--- config.mk ---
export PLATFORM = sky130hd
export DESIGN_NAME = icache
export DESIGN_NICKNAME = d
export VERILOG_FILES = /design/src/rtl/dp_types_pkg.sv /design/src/rtl/icache_frame_array.sv /design/src/rtl/icache.sv
export SDC_FILE = /design/constraint.sdc
export NUM_CORES = 1
export LEC_CHECK = 0
export CORE_MARGIN = 5
export CORE_UTILIZATION = 50
export CTS_CLUSTER_SIZE = 16
export DETAILED_ROUTE_END_ITERATION = 6
export DONT_BUFFER_PORTS = 1
export GPL_TIMING_DRIVEN = 0
export PLACE_DENSITY = 0.68
export SYNTH_ARGS = -nofsm -noshare
export SYNTH_HDL_FRONTEND = slang
export SYNTH_SLANG_ARGS = --single-unit
--- constraint.sdc ---
create_clock -name CLK -period 6.5 [get_ports CLK]
set_clock_uncertainty 0.2 [all_clocks]
set_input_delay 1.3 -clock CLK [delete_from_list [all_inputs] [get_ports CLK]]
set_output_delay 1.3 -clock CLK [all_outputs]
set_load 0.01 [all_outputs]
--- src/rtl/dp_types_pkg.sv ---
// Shared datapath/cache types: instruction-cache geometry, address breakdown, frame layout and FSM states.
package dp_types_pkg;

  localparam int unsigned WORD_W = 32;
  localparam int unsigned NSETS  = 16;
  localparam int unsigned IDX_W  = $clog2(NSETS);
  localparam int unsigned TAG_W  = WORD_W - IDX_W - 2;

  typedef struct packed {
    logic [TAG_W-1:0] tag;
    logic [IDX_W-1:0] idx;
    logic [1:0]       bytoff;
  } icachef_t;

  typedef struct packed {
    logic              valid;
    logic [TAG_W-1:0]  tag;
    logic [WORD_W-1:0] data;
  } icache_frame_t;

  typedef enum logic {
    IDLE = 1'b0,
    MISS = 1'b1
  } icache_state_t;

endpackage

--- src/rtl/icache_frame_array.sv ---
// Direct-mapped frame storage: one async read port, one sync write port, valid bits cleared on reset.
module icache_frame_array
  import dp_types_pkg::*;
(
  input  logic             CLK,
  input  logic             nRST,
  input  logic [IDX_W-1:0] ridx,
  output icache_frame_t    rframe,
  input  logic             wen,
  input  logic [IDX_W-1:0] widx,
  input  icache_frame_t    wframe
);

  icache_frame_t frames [NSETS];

  // Only valid bits are reset; tag and data are don't-care until written.
  always_ff @(posedge CLK) begin
    if (!nRST) begin
      for (int i = 0; i < int'(NSETS); i++) begin
        frames[i].valid <= 1'b0;
      end
    end else if (wen) begin
      frames[widx] <= wframe;
    end
  end

  assign rframe = frames[ridx];

endmodule

--- src/rtl/icache.sv ---
// Direct-mapped instruction cache: same-cycle hit lookup, single-word refill from memory control, perf counters.
module icache
  import dp_types_pkg::*;
(
  input  logic              CLK,
  input  logic              nRST,
  input  logic              imemREN,
  input  logic [WORD_W-1:0] imemaddr,
  output logic              ihit,
  output logic [WORD_W-1:0] imemload,
  output logic              iREN,
  output logic [WORD_W-1:0] iaddr,
  input  logic              iwait,
  input  logic [WORD_W-1:0] iload,
  output logic [WORD_W-1:0] hit_count,
  output logic [WORD_W-1:0] miss_count
);

  icache_state_t     state, next_state;
  logic [WORD_W-1:0] maddr, maddr_next;
  icachef_t          req, mreq;
  icache_frame_t     rframe, wframe;
  logic              fill;
  logic              wen;

  assign req  = icachef_t'(imemaddr);
  assign mreq = icachef_t'(maddr);

  icache_frame_array u_frames (
    .CLK    (CLK),
    .nRST   (nRST),
    .ridx   (req.idx),
    .rframe (rframe),
    .wen    (wen),
    .widx   (mreq.idx),
    .wframe (wframe)
  );

  // A reset in the fill cycle must not leave a valid frame behind.
  assign wen    = fill & nRST;
  assign wframe = '{valid: 1'b1, tag: mreq.tag, data: iload};

  always_ff @(posedge CLK) begin
    if (!nRST) begin
      state      <= IDLE;
      maddr      <= '0;
      hit_count  <= '0;
      miss_count <= '0;
    end else begin
      state <= next_state;
      maddr <= maddr_next;
      if (ihit && (hit_count != '1)) begin
        hit_count <= hit_count + WORD_W'(1);
      end
      if (fill && (miss_count != '1)) begin
        miss_count <= miss_count + WORD_W'(1);
      end
    end
  end

  always_comb begin
    next_state = state;
    maddr_next = maddr;
    ihit       = 1'b0;
    imemload   = '0;
    iREN       = 1'b0;
    iaddr      = '0;
    fill       = 1'b0;
    unique case (state)
      IDLE: begin
        if (imemREN) begin
          if (rframe.valid && (rframe.tag == req.tag)) begin
            ihit     = 1'b1;
            imemload = rframe.data;
          end else begin
            maddr_next = imemaddr;
            next_state = MISS;
          end
        end
      end
      MISS: begin
        iREN  = 1'b1;
        iaddr = maddr;
        if (!iwait) begin
          fill       = 1'b1;
          next_state = IDLE;
        end
      end
      default: next_state = IDLE;
    endcase
  end

endmodule

---- Yosys cells after proc, flatten, opt, wreduce, memory -nomap -nowiden ----
Memories as Yosys holds them, arrays and structs flattened.
Cells that the tools add are included.
cells by class
  $add $sub $neg .......................... 2
  equality and inequality tests ........... 3
  mux-type cells .......................... 21
  bitwise logic cells ..................... 3
  reduce and logical (&&, ||, !) cells .... 5
operators with widths
  operator               number
  $mux 32                4
  $add 32x1->32 const B  2
  $ne 32x32->1 const B   2
  $mux 59                1
  $reduce_or 59->1       1
  $eq 26x26->1           1
  $mux 1                 13
  $mux 4                 1
  $logic_and 1x1->1      3
  $reduce_and 3->1       1
  $mux 2                 1
  $not 1->1              2
  $pmux 1 s2             1
  $and 1x1->1            1
storage, ports and cells
  register bits ........................... 97
  memory bits (writable) .................. 944
  bits of input ports ..................... 68
  output and inout port bits .............. 130
  logic and storage cells ................. 39
  memories ................................ 1
memory list
  memory           words  width  read ports  clocked after Yosys merged registers in  write ports  RTL line                  text
  u_frames.frames  16     59     1           0                                        16           icache_frame_array.sv:14  icache_frame_t frames [NSETS];

---- Logic depth before layout (Yosys ltp) ----
Gate-level depths: netlist of the first run.
  depth after elaboration ................. 8
  gate-level depth with buffers ........... 16
  gate-level depth less buffers ........... 10

---- Hierarchy ----
A second synthesis of the first run with hierarchy kept.
unflattened totals
  cells, all modules ...................... 2167
  area, all modules ....................... 40629.0 sq um
modules (own cells, without submodules)
  module              times used  cells an instance  area each (sq um)  seq. area each (sq um)
  icache_frame_array  1           1499               35357.7            28187.0
  icache              1           668                5271.3             1941.9

---- Least setup slack after synthesis of the first run ----
OpenSTA, ideal clock, no wires.
  path kind ............................... input to register
  start ................................... input port iwait
  end ..................................... memory u_frames.frames[0][0] (netlist bit) (enable)
  setup time .............................. 0.548 ns
  arrival time ............................ 5.964 ns
  data required time ...................... 5.752 ns
  setup slack ............................. -0.211 ns
  cell stages on the path ................. 4
  buffers on the path ..................... 0
  cells stage by stage .................... nor2b_1 -> nand2_1 -> or3_1 -> nor3_1
RTL lines
  what             RTL line                  text
  start, declared  icache.sv:13              input logic iwait,
  end, declared    icache_frame_array.sv:14

---- Final worst setup path of the first run ----
  start ................................... input port imemaddr[3]
  end ..................................... output port imemload[10]
on the way
  word-level cells in the longest chain between the ends .. 6
ends and longest elaborated chain
  what               RTL line      text
  start, declared    icache.sv:8   input logic [WORD_W-1:0] imemaddr,
  $mem_v2 16x59 *    --
  $eq 26x26->1       icache.sv:72  if (rframe.valid && (rframe.tag == req.tag)) begin
  $logic_and 1x1->1  icache.sv:72
  $mux 32 *          icache.sv:72
  $mux 32 *          icache.sv:71  if (imemREN) begin
  $mux 32 *          icache.sv:69  unique case (state)
  end, declared      icache.sv:10  output logic [WORD_W-1:0] imemload,
Every way passes the cells marked *; elsewhere a longest branch is shown, timed or not.

==> summary.md, run 1 <==
| Metric | Value |
|---|---|
| First-pass GRT wire length | `161000 um` |
| Residual DRC count | `8` |
| Register clock-pin slew on the reported worst setup and hold paths | `roughly 0.060 ns` |
| Total non-filler cell area in the finished layout | `around 0.048 sq mm` |
| Power share of the combinational group | `0.044` |
| Total of buffers placed on input and output ports | `0` |
| Net count after synthesis | `around 2300` |
| Clock insertion delay at the later pin of the skew report | `~0.68 ns` |
| Clock Sink Count | `1041` |
| Areal power density over the cells | `289 mW/mm^2` |
| Internal power contribution | `between 10 and 15 mW` |
| Iteration-0 DRC Markers | `approximately 2800` |
| CTS HTree Levels | `3` |
| Clock power frac | `0.423` |
| Largest vdd supply drop | `around 0.40 mV` |
| Total Negative Setup Slacks | `0 ns` |
| Relative slew margins | `0.220` |
| Net Switching | `approximately 2.9 mW` |
| Switching power as a share of total power | `0.211` |
| Finish-stage setup viols | `0` |
| Via count of the first global-routing pass | `approximately 23000` |
| Worst path required time | `roughly 5 ns` |
| Cell area after technology mapping | `roughly 0.042 sq mm` |
| Average detailed-routed wire length per instance | `between 30 and 40 um` |
| Number of placement rows | `105` |
| Category of the worst setup path launch point | `input port` |
| Number of primary I/O pins | `slightly below 200` |
| Transition time of the tightest slew-check pin | `1.17 ns` |
| Status | `finished with violations` |
| Prevailing post-synth register cell | `edfxtp_1` |
| Final critical delay including setup and external delays | `between 6 and 7 ns` |
| Placeable Area | `0.0822 sq mm` |
| Starting density of the core | `0.506` |
| Residual overflow from global routing | `0` |
| Cell type with the largest total area after synthesis | `edfxtp_1` |
| Worst-case clock buffer depth | `3` |
| Critical path's slowest cell | `nor2b_1` |
| Number of pins with negative max-slew slack in the final report | `0` |
| Arr. time, crit path | `just under 5 ns` |
| Failing checks | `design-rule violations` |
| Kind of cell with the highest combined delay on the critical path | `simple AND/OR/NAND/NOR gates` |
| CP cell instances | `buf_6 > buf_4 > nor2b_1 > a22oi_1 > nand4_1 > o311ai_0 > nor4_2 > nand4b_1 > nor4_4 > buf_6 > clkbuf_2 > and3_1` |
| Synthesized instance count | `~2200` |
| TritonCTS clock tree | `done` |
| Layout net count | `approximately 2400` |
| Setup Crit Path Kind | `in2out` |
| Largest cells by area after synthesis | `edfxtp_1, mux4_2, dfxtp_1` |
| Layout area overhead | `14.9%` |
| Crit path largest cell delay | `roughly 0.71 ns` |
| Number of warnings printed during yosys synthesis | `0` |
| Vias after detailed routing | `~23000` |
| Standard cell area after detailed placement | `about 0.044 sq mm` |
| Hold buffers post-CTS | `0` |
| Final Power | `between 10 and 15 mW` |
| Die area | `between 0.08 and 0.09 sq mm` |
| FILL cells | `5947` |
| Pin count of the biggest net entering global routing | `24` |
| Number of iterations in the first detailed-routing pass | `7` |
| Remaining antenna violation count after routing | `0` |
| X dimension of the die | `298 um` |
| Sequential fraction of design power | `0.533` |
| Mean Syn Cell Area | `between 15 and 20 sq um` |
| Number of buffer and inverter stages on the critical path | `4` |
| Count of flip-flops with a built-in enable after synthesis | `about 930` |
| Average via count per standard cell | `roughly 6.4` |
| Share of flip-flops with an asynchronous set or reset after synthesis | `0` |
| Final hold viol count | `0` |
| Share of post-route cells with drive strength above 1 | `0.229` |
| Synth Register Bits | `1041` |
| Leak pwr | `about 15 nW` |
| Global placer's final weighted congestion | `between 0.9 and 1` |
| Total Wirelength | `~110000 um` |
| Portion of the clock cycle consumed by the worst path in the final layout | `0.984` |
| Library cell appearing most often on the critical path | `buf_6` |
| Portion of synthesized cell area occupied by the leading cell type | `0.670` |
| Gr usage total | `0.247` |
| Path category of the worst min-delay check | `reg2reg` |
| CP Max Fanout | `10` |
| Count of max-cap constraint violations | `0` |
| Total half-perimeter wirelength after legalization and detailed placement | `around 75000 um` |
| Library cells used by synthesis | `70` |
| RSZ-0062 raised after global routing | `false` |
| Crit end category | `output pin` |
| Clock root buffer | `clkbuf_16` |
| Sequential cell area fraction in the yosys report | `0.725` |
| Maximum clock rate | `approximately 160 MHz` |
| Cts bufs inserted | `~100` |
| Die extent in y | `approximately 300 um` |
| Number of antenna violations at the first check in global routing | `3` |
## cell usage in the layout, fill, tap and decap left out, drive strengths merged, types with 12 or more instances in the layout
| cell | count |
|---|---|
| inv | 20 |
| nand4 | 32 |
| edfxtp | 928 |
| xor2 | 26 |
| clkinv | 39 |
| or3 | 13 |
| nand2b | 25 |
| xnor2 | 30 |
| o21ai | 49 |
| nand2 | 67 |
| mux4 | 251 |
| nor4 | 16 |
| nor2 | 66 |
| clkbuf | 199 |
| nor3 | 13 |
| mux2i | 80 |
| and2 | 43 |
| a21oi | 60 |
| nand3 | 61 |
| dfxtp | 113 |
| and3 | 47 |
| buf | 119 |
| a21o | 17 |
| a22oi | 12 |
## metrics by stage
step	worst slack (ns)	hold slack, ns	util	std cells
6_report	0.105	0.261	0.581	3530
5_1_grt	0.0133	0.275	0.581	3528
4_1_cts	0.00574	0.254	0.581	3528
3_5_place_dp	-1.06	0.237	0.539	3335
3_3_place_gp	-2.60	0.227	0.522	3278
2_1_floorplan	0.721	0.221	-	2208
## metal layers
metal	global-route usage	part of all wire
met1	0.329	0.38
met2	0.400	0.48
met3	0.0699	0.10
met4	0.0784	0.035
met5	0	0
## cell families after synthesis
family | share of synthesized area
and+or+nand+nor | 0.0565
muxes | 0.158
DFF | 0.725
xor gates and xnor gates | 0.0118
AOI/OAI and AO/OA | 0.0299
adders and majority gates | 0.000602
buffers and inverters | 0.0185
## Yosys cell counts (all sizes together) (26+ instances only)
master,count
clkbuf,64
nand3,61
o21ai,49
xnor2,30
mux2i,80
edfxtp,928
a21oi,60
buf,66
nand2,67
dfxtp,113
nand4,32
and3,47
mux4,251
and2,43
xor2,26
nor2,66
## timing repair
| action | 4_1_cts | 5_1_grt |
|---|---|---|
| endpoints found under the hold margin | 0 | 0 |
| gates resized for setup | 52 | 35 |
| setup endpoints to repair | 33 | 32 |
| buffers inserted | 2 | 0 |
| gates cloned | 0 | 0 |
| pin swaps | 1 | 0 |
## power by group through the flow
| stage | clock network (mW) | registers, mW | logic, mW |
|---|---|---|---|
| 6_report | 5.85 | 7.37 | 0.610 |
| 5_1_grt | 6.24 | 7.37 | 0.640 |
| 4_1_cts | 5.93 | 7.37 | 0.606 |
| 3_5_place_dp | 0 | 7.51 | 0.598 |
| 3_3_place_gp | 0 | 7.51 | 0.578 |
| 2_1_floorplan | 0 | 7.48 | 0.406 |
## flip-flops by register name (all words and copies together) (netlist names)
name	cells
maddr	32
miss_count	32
state	1
hit_count	32
u_frames.frames	944
## path summary, 6_finish.rpt
kind	slack (ns)	depth (start not counted)	start	endpoint
setup / recovery	0.11	12	imemaddr[3]	imemload[10]
hold / removal	0.26	1	u_frames.frames[8][58]	u_frames.frames[8][58]
setup reg to reg	2.41	11	u_frames.frames[1][41]	hit_count[11]
hold reg to reg	0.26	1	u_frames.frames[8][58]	u_frames.frames[8][58]
## cell type report
type	instances	area, sq um	area share
clock buffers	134	2690	0.0564
repair buffers	59	1270	0.0266
multi-input cells	1021	10900	0.227
inverters	15	56.3	0.00118
plain buffers	131	798	0.0167
clock inverters	57	626	0.0131
flip-flops and latches	1041	30100	0.631
well taps	1070	1340	0.0280
diodes	2	5.00	0.000105
Note: power is estimated with default switching activity, not from simulation.
==> inputs of run 2 (changes only) <==
--- a/config.mk
+++ b/config.mk
@@ -5,12 +5,12 @@
 export SDC_FILE = /design/constraint.sdc
 export NUM_CORES = 1
 export LEC_CHECK = 0
+export CAP_MARGIN = 40
 export CORE_MARGIN = 5
 export CORE_UTILIZATION = 50
 export CTS_CLUSTER_SIZE = 16
 export DETAILED_ROUTE_END_ITERATION = 6
 export DONT_BUFFER_PORTS = 1
-export GPL_TIMING_DRIVEN = 0
 export PLACE_DENSITY = 0.68
 export SYNTH_ARGS = -nofsm -noshare
 export SYNTH_HDL_FRONTEND = slang
==> summary.md, run 2 (synthesis gave the netlist of run 1 again) <==
| Metric | Value |
|---|---|
| Status | `finished, final reports clean` |
| Pin count of the biggest net entering global routing | `240` |
| Area taken by multi-input logic gates | `roughly 0.011 sq mm` |
| TritonCTS clock tree | `done` |
| Largest vdd supply drop | `between 0.2 and 0.3 mV` |
| Worst-case clock buffer depth | `3` |
| Library cell appearing most often on the critical path | `nor4_2` |
| Arr. time, crit path | `~4.7 ns` |
| Finish-stage setup viols | `0` |
| Kind of cell with the highest combined delay on the critical path | `simple AND/OR/NAND/NOR gates` |
| Via count of the first global-routing pass | `between 20000 and 25000` |
| Maximum clock rate | `about 160 MHz` |
| Number of primary I/O pins | `198` |
| Relative slew margins | `0.400` |
| RSZ-0062 raised after global routing | `false` |
| Portion of the clock cycle consumed by the worst path in the final layout | `0.953` |
| Number of iterations in the first detailed-routing pass | `6` |
| Register clock-pin slew on the reported worst setup and hold paths | `0.06 ns` |
| Worst path required time | `5.00 ns` |
| First-pass GRT wire length | `roughly 150000 um` |
| CTS HTree Levels | `3` |
| CP cell instances | `and2_1 > a221oi_1 > o21ai_0 > and4_1 > nor4_2 > nand4b_1 > nor4_2 > buf_4 > and3_1` |
| Storage cell area | `between 0.03 and 0.04 sq mm` |
| Placeable Area | `roughly 0.082 sq mm` |
| Total Wirelength | `99000 um` |
| Critical path's slowest cell | `and2_1` |
| Clock root buffer | `clkbuf_16` |
| Number of antenna violations at the first check in global routing | `2` |
| Total Negative Setup Slacks | `0 ns` |
| Highest-count cells in the layout ignoring fill and taps | `edfxtp_1, mux4_2, dfxtp_1` |
| Category of the worst setup path launch point | `input port` |
| Layout area overhead | `11.1%` |
| Crit end category | `output pin` |
| Commonest non-fill, non-tap cell in the layout | `edfxtp_1` |
| Transition time of the tightest slew-check pin | `between 0.8 and 0.9 ns` |
| Final hold viol count | `0` |
| Inst Count DP | `about 3200` |
| Average via count per standard cell | `roughly 6.3` |
| Number of flip-flops under the largest register name | `around 940` |
| Final critical delay including setup and external delays | `roughly 6.2 ns` |
| Average detailed-routed wire length per instance | `~29 um` |
| Count of max-cap constraint violations | `0` |
| FILL cells | `6139` |
| Vias after detailed routing | `between 20000 and 25000` |
| Setup Crit Path Kind | `in2out` |
| Clock insertion delay at the later pin of the skew report | `between 0.6 and 0.7 ns` |
| Areal power density over the cells | `a little under 300 mW/mm^2` |
| Gr usage total | `0.219` |
| Number of placement rows | `105` |
| Share of post-route cells with drive strength above 1 | `0.206` |
| Total half-perimeter wirelength after legalization and detailed placement | `54300 um` |
| Residual overflow from global routing | `0` |
| Cts bufs inserted | `roughly 100` |
| Die area | `around 0.09 sq mm` |
| PostCTS Resize Cnt | `0` |
| Layout net count | `roughly 2300` |
| Number of buffers inserted by post-CTS setup repair | `0` |
| Crit path largest cell delay | `0.46 ns` |
| Remaining antenna violation count after routing | `0` |
| X dimension of the die | `~300 um` |
| Register bank with the most flops | `u_frames.frames` |
| Clock Sink Count | `around 1000` |
| Number of buffer and inverter stages on the critical path | `1` |
| CP Max Fanout | `~240` |
| Global placer's final weighted congestion | `0.850` |
| Iteration-0 DRC Markers | `2176` |
| Leak pwr | `between 10 and 15 nW` |
| Starting density of the core | `0.506` |
| Number of pins with negative max-slew slack in the final report | `0` |
| Hold buffers post-CTS | `0` |
| Filler-free cell count of the finished design | `roughly 3400` |
| Path category of the worst min-delay check | `reg2reg` |
| Die extent in y | `approximately 300 um` |
| Total of buffers placed on input and output ports | `0` |
| Residual DRC count | `0` |
==> run 2: cell types whose count changed in the layout (fill, tap and decap cells not counted), sizes merged <==
cell / change
clkdlybuf4s18: -2
buf: -77
clkdlybuf4s15: -3
inv: -1
dlygate4sd1: -1
clkbuf: -65
clkinvlp: -1
bufinv: -1
clkinv: +3
==> run 2: stage by stage <==
step	total power [mW]	setup slack (ns)	instance area [sq um]	util	hold slack [ns]
finish	13.6	0.304	46200	0.562	0.254
global route	14.1	0.354	46200	0.561	0.271
CTS	13.8	0.810	46200	0.561	0.253
detailed placement	7.92	0.821	42800	0.521	0.239
global placement	7.91	0.819	42700	0.519	0.227
floorplan	7.89	0.721	41600	-	0.221
==> run 2: report_power, final <==
group / internal [mW] / switching, mW
Sequential: 7.31 / 0.0636
Combinational: 0.229 / 0.179
Clock: 3.40 / 2.46
Total: 10.9 / 2.70
==> run 2: routing by layer <==
metal / global-route usage / vias up / routed length, um
met1: 0.313 / 11400 / 41000
li1: - / 9057 / -
met2: 0.358 / 872 / 48600
met4: 0.0500 / 0 / 2010
met3: 0.0383 / 136 / 7370
met5: 0 / - / 0
==> run 2: path summary, 6_finish.rpt <==
kind / from / endpoint / slack, ns / cells past startpoint
setup reg to reg: u_frames.frames[6][55] / hit_count[31] / 2.49 / 10
setup / recovery: imemaddr[4] / imemload[2] / 0.30 / 9
hold / removal: u_frames.frames[10][58] / u_frames.frames[10][58] / 0.25 / 1
hold reg to reg: u_frames.frames[10][58] / u_frames.frames[10][58] / 0.25 / 1
==> run 2: worst register-to-register path, cell delays in order, from the launching register on <==
cell and delay [ns]:
edfxtp_1 0.38, mux4_2 0.46, and2_0 0.16, o21ai_0 0.47, nor2_1 0.11, nor4_2 0.19
and4b_1 0.41, nand4_1 0.40, buf_4 0.42, or4_1 0.57, a21oi_1 0.16
==> run 2: area by class of cell <==
| type | count | share of cell area |
|---|---|---|
| sequential | 1041 | 0.652 |
| multi-input combinational | 1021 | 0.235 |
| clock buffer | 134 | 0.0606 |
| tap | 1070 | 0.0290 |
| clock inverter | 57 | 0.0121 |
| timing repair buffer | 42 | 0.00992 |
| inverter | 15 | 0.00125 |
| antenna | 2 | 0.000108 |
